--- config.mk ---
export PLATFORM = sky130hd
export DESIGN_NAME = instr_fetch_queue
export DESIGN_NICKNAME = d
export VERILOG_FILES = /design/src/rtl/psimd_fetch_pkg.sv /design/src/rtl/sync_fifo.sv /design/src/rtl/instr_fetch_queue.sv
export SDC_FILE = /design/constraint.sdc
export NUM_CORES = 2
export LEC_CHECK = 0
export CAP_MARGIN = 20
export CELL_PAD_IN_SITES_DETAIL_PLACEMENT = 1
export CELL_PAD_IN_SITES_GLOBAL_PLACEMENT = 2
export CORE_UTILIZATION = 54
export DETAILED_ROUTE_END_ITERATION = 10
export PLACE_DENSITY_LB_ADDON = 0.1
export SKIP_LAST_GASP = 1
export SLEW_MARGIN = 10
export SYNTH_ARGS = -nofsm -noshare
export SYNTH_HDL_FRONTEND = slang
export SYNTH_SLANG_ARGS = --single-unit
--- constraint.sdc ---
create_clock -name clk -period 13.7 [get_ports clk]
set_input_delay 4.11 -clock clk [delete_from_list [all_inputs] [get_ports clk]]
set_output_delay 4.11 -clock clk [all_outputs]
set_load 0.05 [all_outputs]
--- src/rtl/psimd_fetch_pkg.sv ---
// Shared types and constants for the PSIMD instruction fetch queue.
// Contents:
//   XLEN_DEF / MEM_DEPTH_DEF / PC_W_DEF : default geometry
//   ST_* constants and fetch_state_t     : fetch sequencer states
//   fetch_entry_t                        : queue entry layout {instr, pc} at default geometry
//   in_run_state()                       : true while the sequencer owns the memory
package psimd_fetch_pkg;

    localparam int XLEN_DEF      = 32;
    localparam int MEM_DEPTH_DEF = 64;
    localparam int PC_W_DEF      = $clog2(MEM_DEPTH_DEF);

    localparam logic [1:0] ST_IDLE  = 2'd0;
    localparam logic [1:0] ST_FETCH = 2'd1;
    localparam logic [1:0] ST_DRAIN = 2'd2;
    localparam logic [1:0] ST_DONE  = 2'd3;

    typedef enum logic [1:0] {
        IDLE  = ST_IDLE,
        FETCH = ST_FETCH,
        DRAIN = ST_DRAIN,
        DONE  = ST_DONE
    } fetch_state_t;

    typedef struct packed {
        logic [XLEN_DEF-1:0] instr;
        logic [PC_W_DEF-1:0] pc;
    } fetch_entry_t;

    function automatic logic in_run_state(input fetch_state_t s);
        return (s == FETCH) || (s == DRAIN);
    endfunction

endpackage

--- src/rtl/sync_fifo.sv ---
// Synchronous FIFO with flush, used as the fetch output queue.
// Ports:
//   clk, rst          : clock, synchronous active-high reset
//   flush             : drop all entries (overrides push/pop this cycle)
//   push, push_data   : enqueue (taken when not full, or when popping at the same time)
//   pop, pop_data     : dequeue; pop_data shows the head entry
//   count, empty, full: occupancy status
module sync_fifo
    import psimd_fetch_pkg::*;
#(
    parameter int WIDTH = 8,
    parameter int DEPTH = 4
) (
    input  logic                     clk,
    input  logic                     rst,
    input  logic                     flush,
    input  logic                     push,
    input  logic [WIDTH-1:0]         push_data,
    input  logic                     pop,
    output logic [WIDTH-1:0]         pop_data,
    output logic [$clog2(DEPTH):0]   count,
    output logic                     empty,
    output logic                     full
);

    localparam int PW = $clog2(DEPTH);

    logic [WIDTH-1:0] mem_r [DEPTH];
    logic [PW-1:0]    wr_ptr_r;
    logic [PW-1:0]    rd_ptr_r;
    logic [PW:0]      count_r;
    logic             do_push_s;
    logic             do_pop_s;

    assign empty    = (count_r == {(PW+1){1'b0}});
    assign full     = (count_r == (PW+1)'(DEPTH));
    assign count    = count_r;
    assign pop_data = mem_r[rd_ptr_r];

    // A push into a full queue is legal when the head leaves in the same cycle.
    assign do_pop_s  = pop && !empty;
    assign do_push_s = push && (!full || do_pop_s);

    // Pointer and occupancy bookkeeping.
    always_ff @(posedge clk) begin
        if (rst || flush) begin
            wr_ptr_r <= {PW{1'b0}};
            rd_ptr_r <= {PW{1'b0}};
            count_r  <= {(PW+1){1'b0}};
        end else begin
            if (do_push_s) begin
                wr_ptr_r <= wr_ptr_r + 1'b1;
            end
            if (do_pop_s) begin
                rd_ptr_r <= rd_ptr_r + 1'b1;
            end
            case ({do_push_s, do_pop_s})
                2'b10:   count_r <= count_r + 1'b1;
                2'b01:   count_r <= count_r - 1'b1;
                default: count_r <= count_r;
            endcase
        end
    end

    // Entry storage; contents behind the pointers need no reset.
    always_ff @(posedge clk) begin
        if (do_push_s && !flush) begin
            mem_r[wr_ptr_r] <= push_data;
        end
    end

endmodule

--- src/rtl/instr_fetch_queue.sv ---
// Instruction fetch queue: loadable instruction memory walked by a program
// counter, feeding a small output FIFO drained through a valid/ready port.
// Ports:
//   clk, rst                           : clock, synchronous active-high reset
//   load_en, load_addr, load_data      : memory write (only while IDLE/DONE)
//   start, prog_len                    : launch at pc=0 for prog_len words (only while IDLE/DONE)
//   redirect_valid, redirect_pc        : jump with flush (only while FETCH/DRAIN)
//   out_valid, out_instr, out_pc, out_ready : instruction output handshake
//   busy, done                         : FETCH/DRAIN and DONE status
module instr_fetch_queue
    import psimd_fetch_pkg::*;
#(
    parameter int XLEN       = XLEN_DEF,
    parameter int MEM_DEPTH  = 64,
    parameter int FIFO_DEPTH = 4,
    parameter int AW         = $clog2(MEM_DEPTH)
) (
    input  logic            clk,
    input  logic            rst,
    input  logic            load_en,
    input  logic [AW-1:0]   load_addr,
    input  logic [XLEN-1:0] load_data,
    input  logic            start,
    input  logic [AW:0]     prog_len,
    input  logic            redirect_valid,
    input  logic [AW-1:0]   redirect_pc,
    output logic            out_valid,
    output logic [XLEN-1:0] out_instr,
    output logic [AW-1:0]   out_pc,
    input  logic            out_ready,
    output logic            busy,
    output logic            done
);

    localparam int CNTW = $clog2(FIFO_DEPTH) + 1;

    typedef struct packed {
        logic [XLEN-1:0] instr;
        logic [AW-1:0]   pc;
    } entry_t;

    logic [XLEN-1:0] mem_r [MEM_DEPTH];

    fetch_state_t    state_r;
    fetch_state_t    state_nx_s;
    // One extra bit so pc can reach MEM_DEPTH and stop without wrapping to 0.
    logic [AW:0]     pc_r;
    logic [AW:0]     pc_nx_s;
    logic [AW:0]     pc_inc_s;
    logic [AW:0]     len_r;
    logic            inflight_r;
    logic [XLEN-1:0] rd_data_r;
    logic [AW-1:0]   rd_pc_r;

    logic            idle_like_s;
    logic            start_s;
    logic            load_s;
    logic            redirect_s;
    logic            redir_past_end_s;
    logic [CNTW:0]   occ_s;
    logic            credit_ok_s;
    logic            issue_s;
    logic            push_s;
    logic            pop_s;

    entry_t          push_entry_s;
    entry_t          head_s;
    logic [CNTW-1:0] fifo_count_s;
    logic            fifo_empty_s;
    logic            fifo_full_s;

    assign idle_like_s      = (state_r == IDLE) || (state_r == DONE);
    assign start_s          = start && idle_like_s;
    assign load_s           = load_en && idle_like_s;
    assign redirect_s       = redirect_valid && in_run_state(state_r);
    assign redir_past_end_s = ({1'b0, redirect_pc} >= len_r);
    assign pc_inc_s         = pc_r + 1'b1;

    // The read in flight already owns a queue slot, so the queue can never overflow.
    assign occ_s       = {1'b0, fifo_count_s} + {{CNTW{1'b0}}, inflight_r};
    assign credit_ok_s = (occ_s < (CNTW+1)'(FIFO_DEPTH)) && !fifo_full_s;
    assign issue_s     = (state_r == FETCH) && !redirect_s && (pc_r < len_r) && credit_ok_s;

    // A redirect discards the word returning from memory this cycle.
    assign push_s       = inflight_r && !redirect_s;
    assign pop_s        = out_ready && !fifo_empty_s;
    assign push_entry_s = {rd_data_r, rd_pc_r};

    // Sequencer next-state selection.
    always_comb begin
        state_nx_s = state_r;
        case (state_r)
            IDLE, DONE: begin
                if (start_s) begin
                    if (prog_len == {(AW+1){1'b0}}) begin
                        state_nx_s = DONE;
                    end else begin
                        state_nx_s = FETCH;
                    end
                end else begin
                    state_nx_s = state_r;
                end
            end
            FETCH: begin
                if (redirect_s) begin
                    state_nx_s = redir_past_end_s ? DRAIN : FETCH;
                end else if ((pc_r >= len_r) || (issue_s && (pc_inc_s == len_r))) begin
                    state_nx_s = DRAIN;
                end else begin
                    state_nx_s = FETCH;
                end
            end
            DRAIN: begin
                if (redirect_s) begin
                    state_nx_s = redir_past_end_s ? DRAIN : FETCH;
                end else if (fifo_empty_s && !inflight_r) begin
                    state_nx_s = DONE;
                end else begin
                    state_nx_s = DRAIN;
                end
            end
            default: state_nx_s = IDLE;
        endcase
    end

    // Program counter next value: start beats redirect beats sequential issue.
    always_comb begin
        pc_nx_s = pc_r;
        if (start_s) begin
            pc_nx_s = {(AW+1){1'b0}};
        end else if (redirect_s) begin
            pc_nx_s = {1'b0, redirect_pc};
        end else if (issue_s) begin
            pc_nx_s = pc_inc_s;
        end else begin
            pc_nx_s = pc_r;
        end
    end

    // Sequencer state, program counter, length and the one-deep read pipeline.
    always_ff @(posedge clk) begin
        if (rst) begin
            state_r    <= IDLE;
            pc_r       <= {(AW+1){1'b0}};
            len_r      <= {(AW+1){1'b0}};
            inflight_r <= 1'b0;
            rd_data_r  <= {XLEN{1'b0}};
            rd_pc_r    <= {AW{1'b0}};
        end else begin
            state_r    <= state_nx_s;
            pc_r       <= pc_nx_s;
            inflight_r <= issue_s;
            if (start_s) begin
                len_r <= prog_len;
            end
            if (issue_s) begin
                rd_data_r <= mem_r[pc_r[AW-1:0]];
                rd_pc_r   <= pc_r[AW-1:0];
            end
        end
    end

    // Instruction memory write port; contents survive reset.
    always_ff @(posedge clk) begin
        if (load_s) begin
            mem_r[load_addr] <= load_data;
        end
    end

    sync_fifo #(
        .WIDTH ($bits(entry_t)),
        .DEPTH (FIFO_DEPTH)
    ) u_out_fifo (
        .clk       (clk),
        .rst       (rst),
        .flush     (redirect_s),
        .push      (push_s),
        .push_data (push_entry_s),
        .pop       (pop_s),
        .pop_data  (head_s),
        .count     (fifo_count_s),
        .empty     (fifo_empty_s),
        .full      (fifo_full_s)
    );

    // Head fields are masked while empty so idle outputs read as zero.
    assign out_valid = !fifo_empty_s;
    assign out_instr = fifo_empty_s ? {XLEN{1'b0}} : head_s.instr;
    assign out_pc    = fifo_empty_s ? {AW{1'b0}}   : head_s.pc;
    assign busy      = in_run_state(state_r);
    assign done      = (state_r == DONE);

endmodule

# After elaboration in Yosys (flattened, before gate mapping)
# Memory sizes are Yosys's and may differ from the RTL's. A register that Yosys moved wholly into a read port is not among the register bits.
# Index checks and enable logic that the tools add are counted.
# totals
regBits	30
mem_bits_rw	2200
inputBits	57
output_inout_bits	41
elab_cells	79
memories	2
# op_classes
add_sub_neg	6
order_cmp	4
eq_ne	8
muxes	19
n_reduce_logical	31
# memory_table
memory	words	width	read_ports	rd_ports_with_merged_regs	wr	line_no	source
mem_r	64	32	1	1	1	instr_fetch_queue.sv:42	logic [XLEN-1:0] mem_r [MEM_DEPTH];
u_out_fifo.mem_r	4	38	1	1	1	sync_fifo.sv:28	logic [WIDTH-1:0] mem_r [DEPTH];
# ops
cell	count
32-bit 2-to-1 mux	1
6-bit 2-to-1 mux	3
2-bit 2-to-1 mux	8
1-bit logical AND	14
7-bit by 1-bit adder with 7-bit output, second input constant	1
7-bit == test	1
6-bit by 7-bit >= comparator with 1-bit output	1
7-bit >= comparator	1
7-bit zero test	1
7-bit < comparator	1
2-bit == test, second input constant	3
2-bit one-hot mux with 3 select lines	1
3-bit one-hot mux with 2 select lines	1
1-bit logical OR	5
1-bit 2-to-1 mux	5
2-bit by 1-bit adder with 2-bit output, second input constant	2
3-bit by 1-bit adder with 4-bit output	1
2-bit by 1-bit == test with 1-bit output, second input constant	2
1-bit zero test	4
4-bit by 3-bit < comparator with 1-bit output, second input constant	1
2-bit nonzero test	2
2-bit OR reduction	2
3-bit by 1-bit adder with 3-bit output, second input constant	1
3-bit == test, second input constant	1
other kinds (5)	5

# Longest topological paths before layout
# logic_depth
word_depth	12
mapped_depth	14

# Cells and area by module
# Synthesis repeated with hierarchy kept, for this count alone.
# unflattened
hier_cells	4036
area_unflattened_um2	86799.5
# by_module_without_submodules
module	instances	cells_each	area_each_um2	seq_area_each_um2
instr_fetch_queue	1	3768	80728.7	62600.0
sync_fifo	1	268	6070.8	4744.6

# Least setup slack after synthesis
# OpenSTA, ideal clock, no wires.
# synth_path
path_type	in2reg
from	in load_addr[3]
to	mem mem_r[49][0] (netlist bit) (enable)
setup_ns	0.461
arrival_ns	7.030
required_time_ns	13.239
path_slack_ns	6.209
path_stages	5
n_path_buf	1
path_cell_list	clkbuf_1 nor2b_1 nand4_1 or2_2 nor3_1
# synth_lines
element	line_no	source
from (decl)	instr_fetch_queue.sv:21	input logic [AW-1:0] load_addr,
to (decl)	instr_fetch_queue.sv:42	
# No word-level cell before the write port.

==> impl_metrics.toml <==
[finish]
commonest_non_fill_non_tap_cells_in_the_layout = "sky130_fd_sc_hd__edfxtp_1 (2200), sky130_fd_sc_hd__mux4_2 (419), sky130_fd_sc_hd__mux2i_1 (290)"
drive_above_1_share = 0.215
area_growth_pct = 13.1
nNetsFinal = 4485
filler_instances = 13200
register_area_um2 = 67400
area_taken_by_multi_input_logic_gates_um2 = 19000
most_common_cell_after_layout_fill_and_taps_aside = "sky130_fd_sc_hd__edfxtp_1"
layout.core_utilization = 0.615

[clock_tree]
hold_buffers = 0
resized_cells_post_cts = 0
clock_tree.buffer_depth = 3
cts_htree_levels = 4
clock_tree_from_tritoncts = "built"
cts_made_buffers = 222
clock-root-buffer = "sky130_fd_sc_hd__clkbuf_16"
post-cts-setup-buffers = 0
worst_skew_pair.late_latency_ns = 0.88
clk_pin_slew_worst_paths_ns = 0.07
cts.sink_count = 2264

[global_routing]
antenna_found_initial = 10
via_count_of_the_first_global_routing_pass = 43600
grt.overflow.total = 0
grt_first_pass_wirelength_um = 334000
globalRouteTotalUtil = 0.296
grt_max_degree = 114

[setup_path]
timing.critical_path.cells = "buf_4 -> mux4_2 -> and2_1 -> clkdlybuf4s50_1"
crit_path_max_fanout = 38
cp_data_arrival_time_ns = 3.28
setup.worst_path.end_class = "output pin"
rrSetupSlack_ns = 8.04
critical-path-top-delay-family = "buffers and inverters"
crit_type = "flop to output pin"
setup.worst_path.start_class = "flop"
worst_path_largest_cell_delay_ns = 0.69
critical_path_buf_inv_count = 2
critPathSlowestCell = "sky130_fd_sc_hd__clkdlybuf4s50_1"
regToRegStartpoint = "pc_r[0]$_SDFFE_PP0P_"
timing.reg2reg.worst_path_depth = 7
worstPathRequired_ns = 9.59
worstReg2RegEnd = "rd_data_r[23]$_SDFFE_PP0P_"

[sta]
layout_worst_path_cycle_share = 0.540
hold_viol_final = 0
tightestPinTransition_ns = 1.18
finClkSkew_ns = 0.0538
unrepaired_setup_endpoints_after_global_routing = "false"
slew-limit-headroom = 0.208
clock.fmax_mhz = 135
setup_tns_ns = 0
finalSetupViolCount = 0
minimum_clock_period_ns = 7.39
finalMaxSlewViolations = 0

[die]
die_width_um = 404
initial_core_util = 0.544
floorplan.die_area_um2 = 163000
placementRows = 147
io-pin-count = 98
core_region_area_um2 = 160000
die_height_um = 404

[yosys]
post_synthesis_async_set_or_reset_flop_share = 0
synth.largest_area_cell = "sky130_fd_sc_hd__edfxtp_1"
synthesized_instance_count = 4210
postSynth.topFlopCell = "sky130_fd_sc_hd__edfxtp_1"
yosys_register_bits = 2264
synth_largest_type_area_fraction = 0.758
synth-warning-count = 0
synth_nets = 4289
post_synth.cell_area_avg_um2 = 20.7
synth_area_um2 = 87200
synth_sequential_area_ratio = 0.772
synth-edff-count = 2200
synth.distinct_cells = 64
yosys-top-cells-area = "sky130_fd_sc_hd__edfxtp_1 (76%), sky130_fd_sc_hd__mux4_2 (11%), sky130_fd_sc_hd__mux2i_1 (3.3%)"

[routing]
remaining_drc_errors = 0
routed_via_density = 6.42
routed_wl_um = 240000
route.vias.total = 43400
detailedRoute.firstPassIterationCount = 5
drt.antenna.violating_nets = 0
detail_route.iter0.violations = 4804
routedWlPerCell_um = 35.5

[pwr]
seq_power_share = 0.462
power.share.combinational = 0.176
power_switching_share = 0.275
max-vdd-ir-drop_mv = 0.182
p_leak_nw = 29.8
p_switching_mw = 4.68
internal-power_mw = 12.3
clkPwrFrac = 0.362
cellPowerDensity_nw_per_um2 = 172

[worst_hold_path]
min-delay-start = "pc_r[4]$_SDFFE_PP0P_"
worst_hold_path.endpoint = "rd_pc_r[4]$_SDFFE_PP0P_"
worstHoldPathType = "flop to flop"
worst_hold_path.num_cells = 2

[placement]
gp_routability_congestion = 0.864
io_buffer_count = 97
detailedPlacementHpwl_um = 145000

[flow_run]
cap_viol_max_count = 0

[status]
outcome = "completed"
-- cell families after synthesis --
logic type | share of synthesized area
XOR/XNOR | 0.00131
multiplexers | 0.143
adder cells (fa/ha/maj) | 0.00324
AND/OR/NAND/NOR | 0.0320
buffers and inverters | 0.0164
AO/OA/AOI/OAI | 0.0315
flip-flops | 0.772
-- synth_stat cells (26+ instances only) --
| library cell | n |
|---|---|
| sky130_fd_sc_hd__buf_2 | 91 |
| sky130_fd_sc_hd__mux4_2 | 419 |
| sky130_fd_sc_hd__buf_6 | 26 |
| sky130_fd_sc_hd__nand2_1 | 80 |
| sky130_fd_sc_hd__nor3_1 | 30 |
| sky130_fd_sc_hd__clkbuf_1 | 82 |
| sky130_fd_sc_hd__mux2i_1 | 290 |
| sky130_fd_sc_hd__nor2b_1 | 41 |
| sky130_fd_sc_hd__and2_1 | 49 |
| sky130_fd_sc_hd__edfxtp_1 | 2200 |
| sky130_fd_sc_hd__a21oi_1 | 95 |
| sky130_fd_sc_hd__buf_4 | 27 |
| sky130_fd_sc_hd__a22oi_1 | 185 |
| sky130_fd_sc_hd__o22ai_1 | 43 |
| sky130_fd_sc_hd__nor2_1 | 128 |
| sky130_fd_sc_hd__nand4_1 | 41 |
| sky130_fd_sc_hd__dfxtp_1 | 64 |
| sky130_fd_sc_hd__nand3_1 | 93 |
-- power by group through the flow --
| stage | sequential, mW | clock, mW | combinational [mW] |
|---|---|---|---|
| 2_1_floorplan | 7.89 | 0 | 1.91 |
| 3_3_place_gp | 7.98 | 0 | 2.95 |
| 3_5_place_dp | 7.99 | 0 | 2.97 |
| 4_1_cts | 7.85 | 6.22 | 2.99 |
| 5_1_grt | 7.85 | 6.43 | 3.12 |
| 6_report | 7.85 | 6.15 | 2.99 |
-- worst register-to-register path, delay by kind of cell (launching register included) --
family	cells	cell delay [ns]
AND/OR/NAND/NOR	1	0.66
AO/OA/AOI/OAI	2	1.11
multiplexers	1	0.63
flip-flops	1	0.79
buffers and inverters	3	2.42
-- flip-flops by register name (all words and copies together), names as in the netlist, named ones only --
signal               flops
state_r                  2
rd_pc_r                  6
u_out_fifo.wr_ptr_r      2
u_out_fifo.count         3
len_r                    7
u_out_fifo.mem_r       152
u_out_fifo.rd_ptr_r      2
mem_r                 2048
rd_data_r               32
pc_r                     7
inflight_r               1
-- routing by layer --
metal  vias up  global-route usage  part of all wire
met4         2               0.105             0.036
met1     23200               0.411              0.39
li1      17900                   -                 -
met3       350              0.0461             0.076
met2      1889               0.483              0.50
met5         -                   0          0.000054
-- how the worst max path moves through the flow --
stage	startpoint	slack [ns]	cells past startpoint	endpoint
6_report	flop	6.31	4	out_instr[24]
5_1_grt	flop	6.13	4	out_instr[8]
4_1_cts	flop	6.18	4	out_instr[24]
3_5_place_dp	load_addr[2]	6.11	4	mem_r[47][31]$_DFFE_PP_
3_3_place_gp	load_addr[2]	5.91	4	mem_r[11][5]$_DFFE_PP_
2_1_floorplan	load_addr[3]	6.21	5	mem_r[49][0]$_DFFE_PP_
-- layout make-up --
cell class                      instances  area share
Sequential cell                      2264       0.683
Multi-Input combinational cell       1687       0.192
Clock buffer                          261      0.0582
Tap cell                             2160      0.0274
Timing Repair Buffer                  210      0.0220
Clock inverter                        152      0.0161
Inverter                               21    0.000799
Antenna cell                            2   0.0000507
-- per-stage QoR --
stage | worst slack [ns] | hold slack [ns] | power, mW | std cells | cell area, um^2
floorplan | 6.21 | 0.452 | 9.80 | 4210 | 87200
global placement | 5.91 | 0.480 | 10.9 | 6312 | 90600
detailed placement | 6.11 | 0.495 | 11.0 | 6324 | 90900
CTS | 6.18 | 0.474 | 17.1 | 6737 | 98200
global route | 6.13 | 0.521 | 17.4 | 6755 | 98600
finish | 6.31 | 0.480 | 17.0 | 6757 | 98600
No activity file was read; power rests on OpenSTA's default activity.
